<file path="src/rtl/regfile_pkg.sv">
// -----------------------------------------------------------------------------
// regfile_pkg
//   Shared types and default parameter values for the multi-read-port
//   register file (regfile_mp) and its read-port sub-module.
//
//   Contents:
//     state_e        - clear sequencer state (CLEAR, IDLE)
//     DEF_*          - default values for the regfile_mp parameters
// -----------------------------------------------------------------------------
package regfile_pkg;

    // CLEAR is the reset state: storage is zeroed one entry per cycle.
    // IDLE is normal operation: writes and reads are serviced.
    typedef enum logic {
        CLEAR = 1'b0,
        IDLE  = 1'b1
    } state_e;

    localparam int DEF_DATA_W   = 32;
    localparam int DEF_ADDR_W   = 5;
    localparam int DEF_NUM_RD   = 2;
    localparam int DEF_ZERO_REG = 1;
    localparam int DEF_BYPASS   = 1;

endpackage : regfile_pkg

</file>
<file path="src/rtl/regfile_if.sv">
// -----------------------------------------------------------------------------
// regfile_if
//   Bundles the register file's control, write-port and read-port signals.
//   Clock and reset are not part of the bundle; they stay plain ports.
//
//   Signals:
//     clr_req   master->slave  one-cycle pulse, start a clear sequence
//     busy      slave->master  clear sequence in progress
//     wea       master->slave  write enable
//     addra     master->slave  write address
//     dina      master->slave  write data
//     rd_en     master->slave  per-port read enable (NUM_RD bits)
//     addrb     master->slave  read addresses, port i at [i*ADDR_W +: ADDR_W]
//     doutb     slave->master  read data, port i at [i*DATA_W +: DATA_W]
//     dout_vld  slave->master  port i doutb updated this cycle
//
//   Handshake: there is no back-pressure. While busy is low, a write with
//   wea=1 and a read with rd_en[i]=1 are accepted on the rising edge they are
//   presented. dout_vld[i] is high for exactly the one cycle following an
//   accepted read on port i, and doutb[i] holds its value at all other times.
//   While busy is high, wea and rd_en are discarded and dout_vld stays low.
// -----------------------------------------------------------------------------
interface regfile_if
    import regfile_pkg::*;
#(
    parameter int DATA_W = DEF_DATA_W,
    parameter int ADDR_W = DEF_ADDR_W,
    parameter int NUM_RD = DEF_NUM_RD
) ();

    logic                     clr_req;
    logic                     busy;
    logic                     wea;
    logic [ADDR_W-1:0]        addra;
    logic [DATA_W-1:0]        dina;
    logic [NUM_RD-1:0]        rd_en;
    logic [NUM_RD*ADDR_W-1:0] addrb;
    logic [NUM_RD*DATA_W-1:0] doutb;
    logic [NUM_RD-1:0]        dout_vld;

    // Register file side.
    modport slave (
        input  clr_req,
        input  wea,
        input  addra,
        input  dina,
        input  rd_en,
        input  addrb,
        output busy,
        output doutb,
        output dout_vld
    );

    // Decode / writeback side.
    modport master (
        output clr_req,
        output wea,
        output addra,
        output dina,
        output rd_en,
        output addrb,
        input  busy,
        input  doutb,
        input  dout_vld
    );

endinterface : regfile_if

</file>
<file path="src/rtl/regfile_rd_port.sv">
// -----------------------------------------------------------------------------
// regfile_rd_port
//   One registered read port of the register file. Selects the addressed
//   storage entry, optionally forwards same-cycle write data, forces entry 0
//   to read as zero when the zero register is enabled, and registers the
//   result.
//
//   Ports:
//     clka       in   clock
//     rstb       in   asynchronous active-high reset
//     en_i       in   read accepted this cycle (already qualified by IDLE)
//     addr_i     in   read address
//     mem_i      in   current storage contents
//     wr_en_i    in   write accepted this cycle (already qualified by IDLE)
//     wr_addr_i  in   write address
//     wr_data_i  in   write data
//     dout_o     out  registered read data, holds when en_i is low
//     vld_o      out  dout_o was updated on the last edge
// -----------------------------------------------------------------------------
module regfile_rd_port #(
    parameter int DATA_W   = 32,
    parameter int ADDR_W   = 5,
    parameter int ZERO_REG = 1,
    parameter int BYPASS   = 1
) (
    input  logic              clka,
    input  logic              rstb,
    input  logic              en_i,
    input  logic [ADDR_W-1:0] addr_i,
    input  logic [DATA_W-1:0] mem_i [0:(1<<ADDR_W)-1],
    input  logic              wr_en_i,
    input  logic [ADDR_W-1:0] wr_addr_i,
    input  logic [DATA_W-1:0] wr_data_i,
    output logic [DATA_W-1:0] dout_o,
    output logic              vld_o
);

    logic [DATA_W-1:0] rd_word;
    logic [DATA_W-1:0] dout_q;
    logic [DATA_W-1:0] dout_d;
    logic              vld_q;

    // The zero-register override is applied last so that a write to entry 0
    // in the same cycle can never leak through the bypass path.
    always_comb begin
        rd_word = mem_i[addr_i];
        if ((BYPASS != 0) && wr_en_i && (wr_addr_i == addr_i)) begin
            rd_word = wr_data_i;
        end
        if ((ZERO_REG != 0) && (addr_i == '0)) begin
            rd_word = '0;
        end
    end

    always_comb begin
        dout_d = dout_q;
        if (en_i) begin
            dout_d = rd_word;
        end
    end

    always_ff @(posedge clka or posedge rstb) begin
        if (rstb) begin
            dout_q <= '0;
            vld_q  <= 1'b0;
        end else begin
            dout_q <= dout_d;
            vld_q  <= en_i;
        end
    end

    assign dout_o = dout_q;
    assign vld_o  = vld_q;

endmodule : regfile_rd_port

</file>
<file path="src/rtl/regfile_mp.sv">
// -----------------------------------------------------------------------------
// regfile_mp
//   Parametrised register file with one synchronous write port and NUM_RD
//   registered read ports. A clear sequencer zeroes every entry, one per
//   cycle, after reset and whenever clr_req is pulsed while idle. During a
//   clear sequence busy is high and all user traffic is discarded.
//
//   Parameters:
//     DATA_W    word width
//     ADDR_W    address width, depth = 2**ADDR_W
//     NUM_RD    number of read ports (1..4)
//     ZERO_REG  1: entry 0 reads as zero, writes to it are dropped
//     BYPASS    1: a same-cycle write to a read address forwards dina
//
//   Ports:
//     clka         in   clock, rising edge
//     rstb         in   asynchronous active-high reset
//     bus          --   regfile_if.slave (control, write and read ports)
//     dbg_state_o  out  current clear sequencer state
// -----------------------------------------------------------------------------
module regfile_mp
    import regfile_pkg::*;
#(
    parameter int DATA_W   = DEF_DATA_W,
    parameter int ADDR_W   = DEF_ADDR_W,
    parameter int NUM_RD   = DEF_NUM_RD,
    parameter int ZERO_REG = DEF_ZERO_REG,
    parameter int BYPASS   = DEF_BYPASS
) (
    input  logic       clka,
    input  logic       rstb,
    regfile_if.slave   bus,
    output state_e     dbg_state_o
);

    localparam int DEPTH = 1 << ADDR_W;

    state_e            state_q;
    state_e            state_d;
    logic [ADDR_W-1:0] cnt_q;
    logic [ADDR_W-1:0] cnt_d;

    logic              idle;
    logic              wr_accept;
    logic              wr_store;

    // Storage is deliberately not reset: the clear sequence initialises it.
    logic [DATA_W-1:0] mem_q [0:DEPTH-1];

    logic [NUM_RD*DATA_W-1:0] doutb_w;
    logic [NUM_RD-1:0]        vld_w;

    assign idle = (state_q == IDLE);

    // wr_accept drives the bypass compare in the read ports; wr_store also
    // drops writes to the hardwired zero entry.
    assign wr_accept = idle && bus.wea;
    assign wr_store  = wr_accept && !((ZERO_REG != 0) && (bus.addra == '0));

    // -------------------------------------------------------------------------
    // Clear sequencer
    // -------------------------------------------------------------------------
    always_ff @(posedge clka or posedge rstb) begin
        if (rstb) begin
            state_q <= CLEAR;
            cnt_q   <= '0;
        end else begin
            state_q <= state_d;
            cnt_q   <= cnt_d;
        end
    end

    always_comb begin
        state_d = state_q;
        cnt_d   = cnt_q;
        unique case (state_q)
            CLEAR: begin
                // The counter wraps to zero as the last entry is written,
                // so it is already at zero for the next clear sequence.
                cnt_d = cnt_q + ADDR_W'(1);
                if (&cnt_q) begin
                    state_d = IDLE;
                end
            end
            IDLE: begin
                if (bus.clr_req) begin
                    state_d = CLEAR;
                    cnt_d   = '0;
                end
            end
            default: begin
                state_d = CLEAR;
                cnt_d   = '0;
            end
        endcase
    end

    assign bus.busy    = !idle;
    assign dbg_state_o = state_q;

    // -------------------------------------------------------------------------
    // Storage write port
    // -------------------------------------------------------------------------
    always_ff @(posedge clka) begin
        if (!idle) begin
            mem_q[cnt_q] <= '0;
        end else if (wr_store) begin
            mem_q[bus.addra] <= bus.dina;
        end
    end

    // -------------------------------------------------------------------------
    // Read ports
    // -------------------------------------------------------------------------
    for (genvar gi = 0; gi < NUM_RD; gi++) begin : g_rd
        regfile_rd_port #(
            .DATA_W   (DATA_W),
            .ADDR_W   (ADDR_W),
            .ZERO_REG (ZERO_REG),
            .BYPASS   (BYPASS)
        ) u_rd_port (
            .clka      (clka),
            .rstb      (rstb),
            .en_i      (idle && bus.rd_en[gi]),
            .addr_i    (bus.addrb[gi*ADDR_W +: ADDR_W]),
            .mem_i     (mem_q),
            .wr_en_i   (wr_accept),
            .wr_addr_i (bus.addra),
            .wr_data_i (bus.dina),
            .dout_o    (doutb_w[gi*DATA_W +: DATA_W]),
            .vld_o     (vld_w[gi])
        );
    end

    assign bus.doutb    = doutb_w;
    assign bus.dout_vld = vld_w;

endmodule : regfile_mp

</file>
<file path="src/flat_wrapper.sv">
// flat-port wrapper written by rule: the top's interface ports become plain ports
module regfile_mp_flat import regfile_pkg::*;
#(
    parameter int DATA_W   = DEF_DATA_W,
    parameter int ADDR_W   = DEF_ADDR_W,
    parameter int NUM_RD   = DEF_NUM_RD,
    parameter int ZERO_REG = DEF_ZERO_REG,
    parameter int BYPASS   = DEF_BYPASS
)
  (clka, rstb, dbg_state_o, bus_clr_req, bus_wea, bus_addra, bus_dina, bus_rd_en, bus_addrb, bus_busy, bus_doutb, bus_dout_vld);
  regfile_if #(.DATA_W(DATA_W), .ADDR_W(ADDR_W), .NUM_RD(NUM_RD)) bus_i ();
  input  logic clka;
  input  logic rstb;
  output state_e dbg_state_o;
  input wire logic [$bits(bus_i.clr_req)-1:0] bus_clr_req;
  input wire logic [$bits(bus_i.wea)-1:0] bus_wea;
  input wire logic [$bits(bus_i.addra)-1:0] bus_addra;
  input wire logic [$bits(bus_i.dina)-1:0] bus_dina;
  input wire logic [$bits(bus_i.rd_en)-1:0] bus_rd_en;
  input wire logic [$bits(bus_i.addrb)-1:0] bus_addrb;
  output wire logic [$bits(bus_i.busy)-1:0] bus_busy;
  output wire logic [$bits(bus_i.doutb)-1:0] bus_doutb;
  output wire logic [$bits(bus_i.dout_vld)-1:0] bus_dout_vld;
  assign bus_i.clr_req = bus_clr_req;
  assign bus_i.wea = bus_wea;
  assign bus_i.addra = bus_addra;
  assign bus_i.dina = bus_dina;
  assign bus_i.rd_en = bus_rd_en;
  assign bus_i.addrb = bus_addrb;
  assign bus_busy = bus_i.busy;
  assign bus_doutb = bus_i.doutb;
  assign bus_dout_vld = bus_i.dout_vld;
  regfile_mp #(.DATA_W(DATA_W), .ADDR_W(ADDR_W), .NUM_RD(NUM_RD), .ZERO_REG(ZERO_REG), .BYPASS(BYPASS)) u_core (.clka(clka), .rstb(rstb), .bus(bus_i), .dbg_state_o(dbg_state_o));
endmodule
</file>
<file path="config.mk">
export PLATFORM = sky130hd
export DESIGN_NAME = regfile_mp_flat
export DESIGN_NICKNAME = d
export VERILOG_FILES = /design/src/rtl/regfile_pkg.sv /design/src/rtl/regfile_if.sv /design/src/rtl/regfile_rd_port.sv /design/src/rtl/regfile_mp.sv /design/src/flat_wrapper.sv
export SDC_FILE = /design/constraint.sdc
export NUM_CORES = 2
export LEC_CHECK = 0
export CELL_PAD_IN_SITES_DETAIL_PLACEMENT = 1
export CELL_PAD_IN_SITES_GLOBAL_PLACEMENT = 1
export CORE_AREA = 2 2 364 366
export DETAILED_ROUTE_END_ITERATION = 12
export DIE_AREA = 0 0 366 368
export PLACE_DENSITY = 0.74
export SLEW_MARGIN = 20
export SYNTH_ARGS = -nofsm -noshare
export SYNTH_HDL_FRONTEND = slang
export SYNTH_SLANG_ARGS = --single-unit
</file>
<file path="constraint.sdc">
create_clock -name clka -period 3 [get_ports clka]
set_input_delay 0.9 -clock clka [delete_from_list [all_inputs] [get_ports clka]]
set_output_delay 0.9 -clock clka [all_outputs]
set_load 0.01 [all_outputs]
</file>
---- Word level (Yosys, flattened, before mapping) ----
Cells that the tools add are included.
operators by class
  add/sub/neg operators ................... 1
  magnitude comparators ................... 6
  equal/unequal tests ..................... 4
  mux-type cells .......................... 22
  bitwise operators ....................... 7
  reduce and logical (&&, ||, !) cells .... 14
operator list
  kind                  number
  $mux 1024             2
  $and 1024x1024->1024  1
  $bwmux 1024           1
  $not 1024->1024       1
  $bmux 32 s5           2
  $demux 32 s5          2
  $mux 32               10
  $ge 6x6->1 const B    4
  $not 5->6             4
  $logic_not 5->1       3
  $lt 6x1->1 const B    2
  $eq 5x5->1            2
  $pmux 5 s2            1
  $logic_and 1x1->1     8
  $add 5x1->5 const B   1
  $mux 5                1
  $reduce_and 5->1      1
  $ne 2x2->1 const B    2
  $logic_not 1->1       2
  $mux 1                2
  $pmux 1 s2            1
  $not 1->1             1
word-level totals
  register bits after elaboration ......... 1,096
  input bits .............................. 53
  output and inout bits ................... 68
  word-level logic and storage cells ...... 92

---- Logic depth before layout (Yosys ltp) ----
  depth in word-level cells ............... 8
  mapped depth ............................ 9
  mapped depth without buffers ............ 5

---- Hierarchy ----
From an unflattened synthesis, not the netlist that was laid out.
second synthesis, totals
  cell total of the unflattened synthesis .. 4,591
  area total of the unflattened synthesis .. 63,036.7 µm²
modules (own cells, without submodules)
  module           instances  cells each  area an instance (µm²)  seq. area each (µm²)
  regfile_mp       1          2,777       43,280.3                30,899.6
  regfile_rd_port  2          907         9,878.2                 825.8

---- Worst setup path before layout ----
Ideal clock, no wire load.
  path type ............................... input to register
  start point ............................. input port bus_addra[1]
  end point ............................... register u_core.mem_q[288] (netlist bit), enable pin
  arrival ................................. 4.386 ns
  required time ........................... 2.530 ns
  setup slack ............................. -1.856 ns
  stages on the path ...................... 6
  cell sequence ........................... buf_2 -> or2_2 -> clkbuf_1 -> o21ai_1 -> clkbuf_1 -> o31ai_1
between the ends
  word-level cells in the longest chain between the ends .. 4
RTL lines
  element                          line                RTL
  from (decl)                      flat_wrapper.sv:17  input wire logic [$bits(bus_i.addra)-1:0] bus_addra;
  $logic_not 5->1                  regfile_mp.sv:58    assign wr_store = wr_accept && !((ZERO_REG != 0) && (bus.addra == '0));
  $logic_not 1->1                  regfile_mp.sv:58
  $logic_and 1x1->1                regfile_mp.sv:58
  $ne 2x2->1 (no source line)      -
  to (signal, indexed assignment)  regfile_mp.sv:108   mem_q[bus.addra] <= bus.dina;
  to (decl)                        regfile_mp.sv:48    logic [DATA_W-1:0] mem_q [0:DEPTH-1];
Every way passes these cells.
A chain may end at the register's enable or synchronous reset.

---- Worst setup path in the final report ----
  start point ............................. register u_core.g_rd[1].u_rd_port.dout_q[31]
  end point ............................... output port bus_doutb[63]
RTL lines
  element                 line                   RTL
  from (decl)             regfile_rd_port.sv:39  logic [DATA_W-1:0] dout_q;
  from (signal assigned)  regfile_rd_port.sv:67  dout_q <= dout_d;
  to (decl)               flat_wrapper.sv:22     output wire logic [$bits(bus_i.doutb)-1:0] bus_doutb;
No word-level cell between the ends.

==> results.md <==
* Result of the run: complete, no violations
* CP Data Required Time at 2.10 ns
* Post-detailed-placement half-perimeter wirelength at about 180000 µm
* Routed wire length per instance at 37.95 µm
* Overall Global Routing Usage at 0.3774
* Final RePlAce weighted congestion at between 0.9 and 1
* Layout Skew at ~0.019 ns
* Vias after detailed routing at roughly 52k
* CP startpoint: u_core.g_rd[1].u_rd_port.dout_o[31]
* # DRC at 0
* Top post-synthesis cells by count: 1024 x edfxtp_1, 832 x a22o_1, 443 x clkbuf_1, 437 x nand2_1, 384 x mux4_2
* Largest voltage drop on the vdd net at ~0.00064 V
* First-pass iteration count of the detailed router at 6
* Mapped cell area at slightly above 60000 µm²
* Clock root buffer: clkbuf_16
* Iter 0 DRT Violations at about 8.8k
* Simple-gate area share of the yosys netlist at 0.03577
* Cell taking the most area after synthesis: edfxtp_1
* Number of buffer and inverter stages on the critical path at 1
* Transition time of the tightest slew-check pin at approximately 1.2 ns
* Number of max-cap violations at 0
* Number of max-slew violations in the final report at 0
* Number of buffers on the longest clock path at 3
* Overflow after GRT at 0
* Critical path fanouts, max at 2
* Core area at 130800 µm²
* Rel. slew slack at 0.1794
* Remaining antenna violation count after routing at 0
* Share of the core filled with cells at 0.5729
* Mux cell area share after synthesis at 0.1801
* Type of the most critical hold path: input port to asynchronous set/reset pin
* Area fraction of the dominant cell type after synthesis at 0.4935
* Top-level I/O count at 121
* Crit path cell chain: clkdlybuf4s50_1
* Fraction of the mapped netlist area in adder cells at 0.001004
* Synth Area in Compound Gates at 0.2205
* Number of hold violations in the final report at 0
* Largest cells by area after synthesis: edfxtp_1 49%, mux4_2 14%, a22o_1 12%
* Yosys Warn Count at 0
* Capture point of the critical path: bus_doutb[63]
* Static leakage at 29.24 nW
* Pwr dens at approximately 940 nW/µm²
* Register-to-register path setup slack at 0.28 ns
* Post-Route WL at 258500 µm
* Syn nets at 4726
* Number of buffers inserted by hold repair at cts at 0
* Average cell area after synthesis at ~13 µm²
* Unrepaired setup endpoints after global routing: no
* Post-CTS sizing at 0
* Combinational family with the most area after synthesis: compound AO/OA/AOI/OAI gates
* Clock period minus final worst setup slack at 2.858 ns
* Port Buffer Count at between 100 and 150
* Clock transition at the registers of the reported paths at 0.06 ns
* Number of flops mapped to enable cells by yosys at 1024
* Antenna violations before repair at 14
* Proportion of synthesized flip-flops having asynchronous set or reset at 0.06569
* Xor/xnor cell area share of the yosys netlist at 0.001546
* Htree depth at 3
* Max Clock Freq at 349.9 MHz
* Via count of the first global-routing pass at roughly 51k
* Arrival time at the worst endpoint at roughly 2.0 ns
* Delay-heaviest family, CP: buffers and inverters
* Top flip-flop cell by instance count after synthesis: edfxtp_1
* Startpoint kind of the worst setup timing path: flip-flop
* Row count at 133
* Area growth, synth to finish at 20.26%
* Fin crit share at 0.9525
* Total CTS buffers at around 120
* Crit-path max cell delay at 0.62 ns
* FF-to-FF path depth at 6
* Seq/Total Area, Yosys at 0.5224
* X dimension of the die at about 370 µm
* # setup viols final at 0
* TritonCTS clock tree: built
* CP max stage cell: clkdlybuf4s50_1
* Wire length of the first global-routing pass at 374700 µm
* Power consumption at about 71 mW
* Dominant cell by count in the synthesized netlist: edfxtp_1
* Setup CP Type: flip-flop to output pin
* Nets at 5007
* Endpoint of the worst register-to-register path: u_core.mem_q[555]
* Syn Inst Count at 4668
* Clock Sink Count at around 1.1k
* Pin count of the biggest net entering global routing at 42
* Height of the die at 368 µm
* Register bit count reported by yosys at around 1.1k
* Initial core utilization at 0.4764
* Post-CTS setup repair buffer count at 3
* Clock latency at the later pin of the worst-skew pair at 0.75 ns
* Share of layout cells above drive strength 1 at 0.2672
* Path length in cells of the critical path at 1
* Count of distinct cell types in the synthesized netlist at 46
* Die Area at roughly 130000 µm²
* Setup TNS at 0 ns
* Reg-to-Reg Start: u_core.cnt_q[0]
* Number of vias per cell at 7.595
* Critical path capture point type: output pin
==> registers in the layout, indices dropped and copies added, names as in the netlist <==
name	flops
u_core.dbg_state_o	1
u_core.cnt_q	5
u_core.g_rd.u_rd_port.vld_o	2
u_core.g_rd.u_rd_port.dout_o	64
u_core.mem_q	1024
==> cell families (layout without fill, tap and decap cells) <==
family / count (synthesis) / in the layout
AO/OA/AOI/OAI: 1800 / 1800
XOR/XNOR: 11 / 11
adder cells (fa/ha/maj): 5 / 5
buffers and inverters: 573 / 957
flip-flops: 1096 / 1096
multiplexers: 641 / 641
other: 0 / 5
AND/OR/NAND/NOR: 542 / 542
==> through the flow <==
stage / hold slack (ns) / cells / worst slack (ns) / area (µm²)
2_1_floorplan: 0.5205 / 4668 / -0.1946 / 62730
3_3_place_gp: 0.5492 / 6570 / -0.4013 / 70700
3_5_place_dp: 0.5644 / 6574 / -0.4600 / 70810
4_1_cts: 0.4937 / 6803 / 0.1647 / 74810
5_1_grt: 0.5412 / 6807 / 0.1497 / 74920
6_report: 0.5075 / 6812 / 0.1424 / 74930
==> worst min-delay path by stage <==
stage                startpoint                             end  slack [ns]  cells past startpoint
2_1_floorplan   u_core.cnt_q[0]                 u_core.cnt_q[0]        0.52                      1
3_3_place_gp   u_core.mem_q[32]                u_core.mem_q[32]        0.55                      2
3_5_place_dp   u_core.mem_q[74]                u_core.mem_q[74]        0.56                      2
4_1_cts                    rstb  u_core.g_rd[0].u_rd_port.vld_o        0.49                      2
5_1_grt                    rstb                 u_core.cnt_q[4]        0.54                      2
6_report                   rstb                 u_core.cnt_q[2]        0.51                      2
==> cell type report <==
cell class / count / area [µm²]
Antenna cell: 5 / 12.51
Clock buffer: 163 / 3338
Clock inverter: 63 / 628.1
Fill cell: 12520 / 55870
Inverter: 14 / 66.31
Multi-Input combinational cell: 2999 / 28430
Sequential cell: 1096 / 32560
Tap cell: 1755 / 2196
Timing Repair Buffer: 717 / 7704
==> power by group <==
part	leakage, nW	switching [mW]	internal [mW]
Sequential	12.7	5.88	25.5
Clock	1.92	6.75	8.72
Combinational	14.6	12.5	11.3
Total	29.2	25.1	45.5
==> metal layers <==
metal  part of all wire  track usage  wire [µm]  up-vias
met5            0.00029            0         75        -
met4              0.038       0.1347       9883       16
met3               0.14       0.1135      36330      651
met2               0.45       0.5768     117300     4306
met1               0.37       0.5119      94960    26870
li1                   -            -          -    19900
==> cells in the final DEF, fill, tap and decap left out, types with 29 or more instances in the layout <==
cell	n
a22o_1	832
buf_4	442
o21ai_1	110
clkbuf_16	123
a2111o_1	64
o211ai_2	60
o21ai_0	341
mux2i_1	257
a22oi_1	64
clkbuf_1	29
mux4_2	384
a221oi_1	128
clkdlybuf4s50_1	112
nand2_1	429
and2_1	34
edfxtp_1	1024
a21oi_1	128
buf_12	148
dfrtp_1	71
Note: power is estimated with default switching activity, not from simulation.
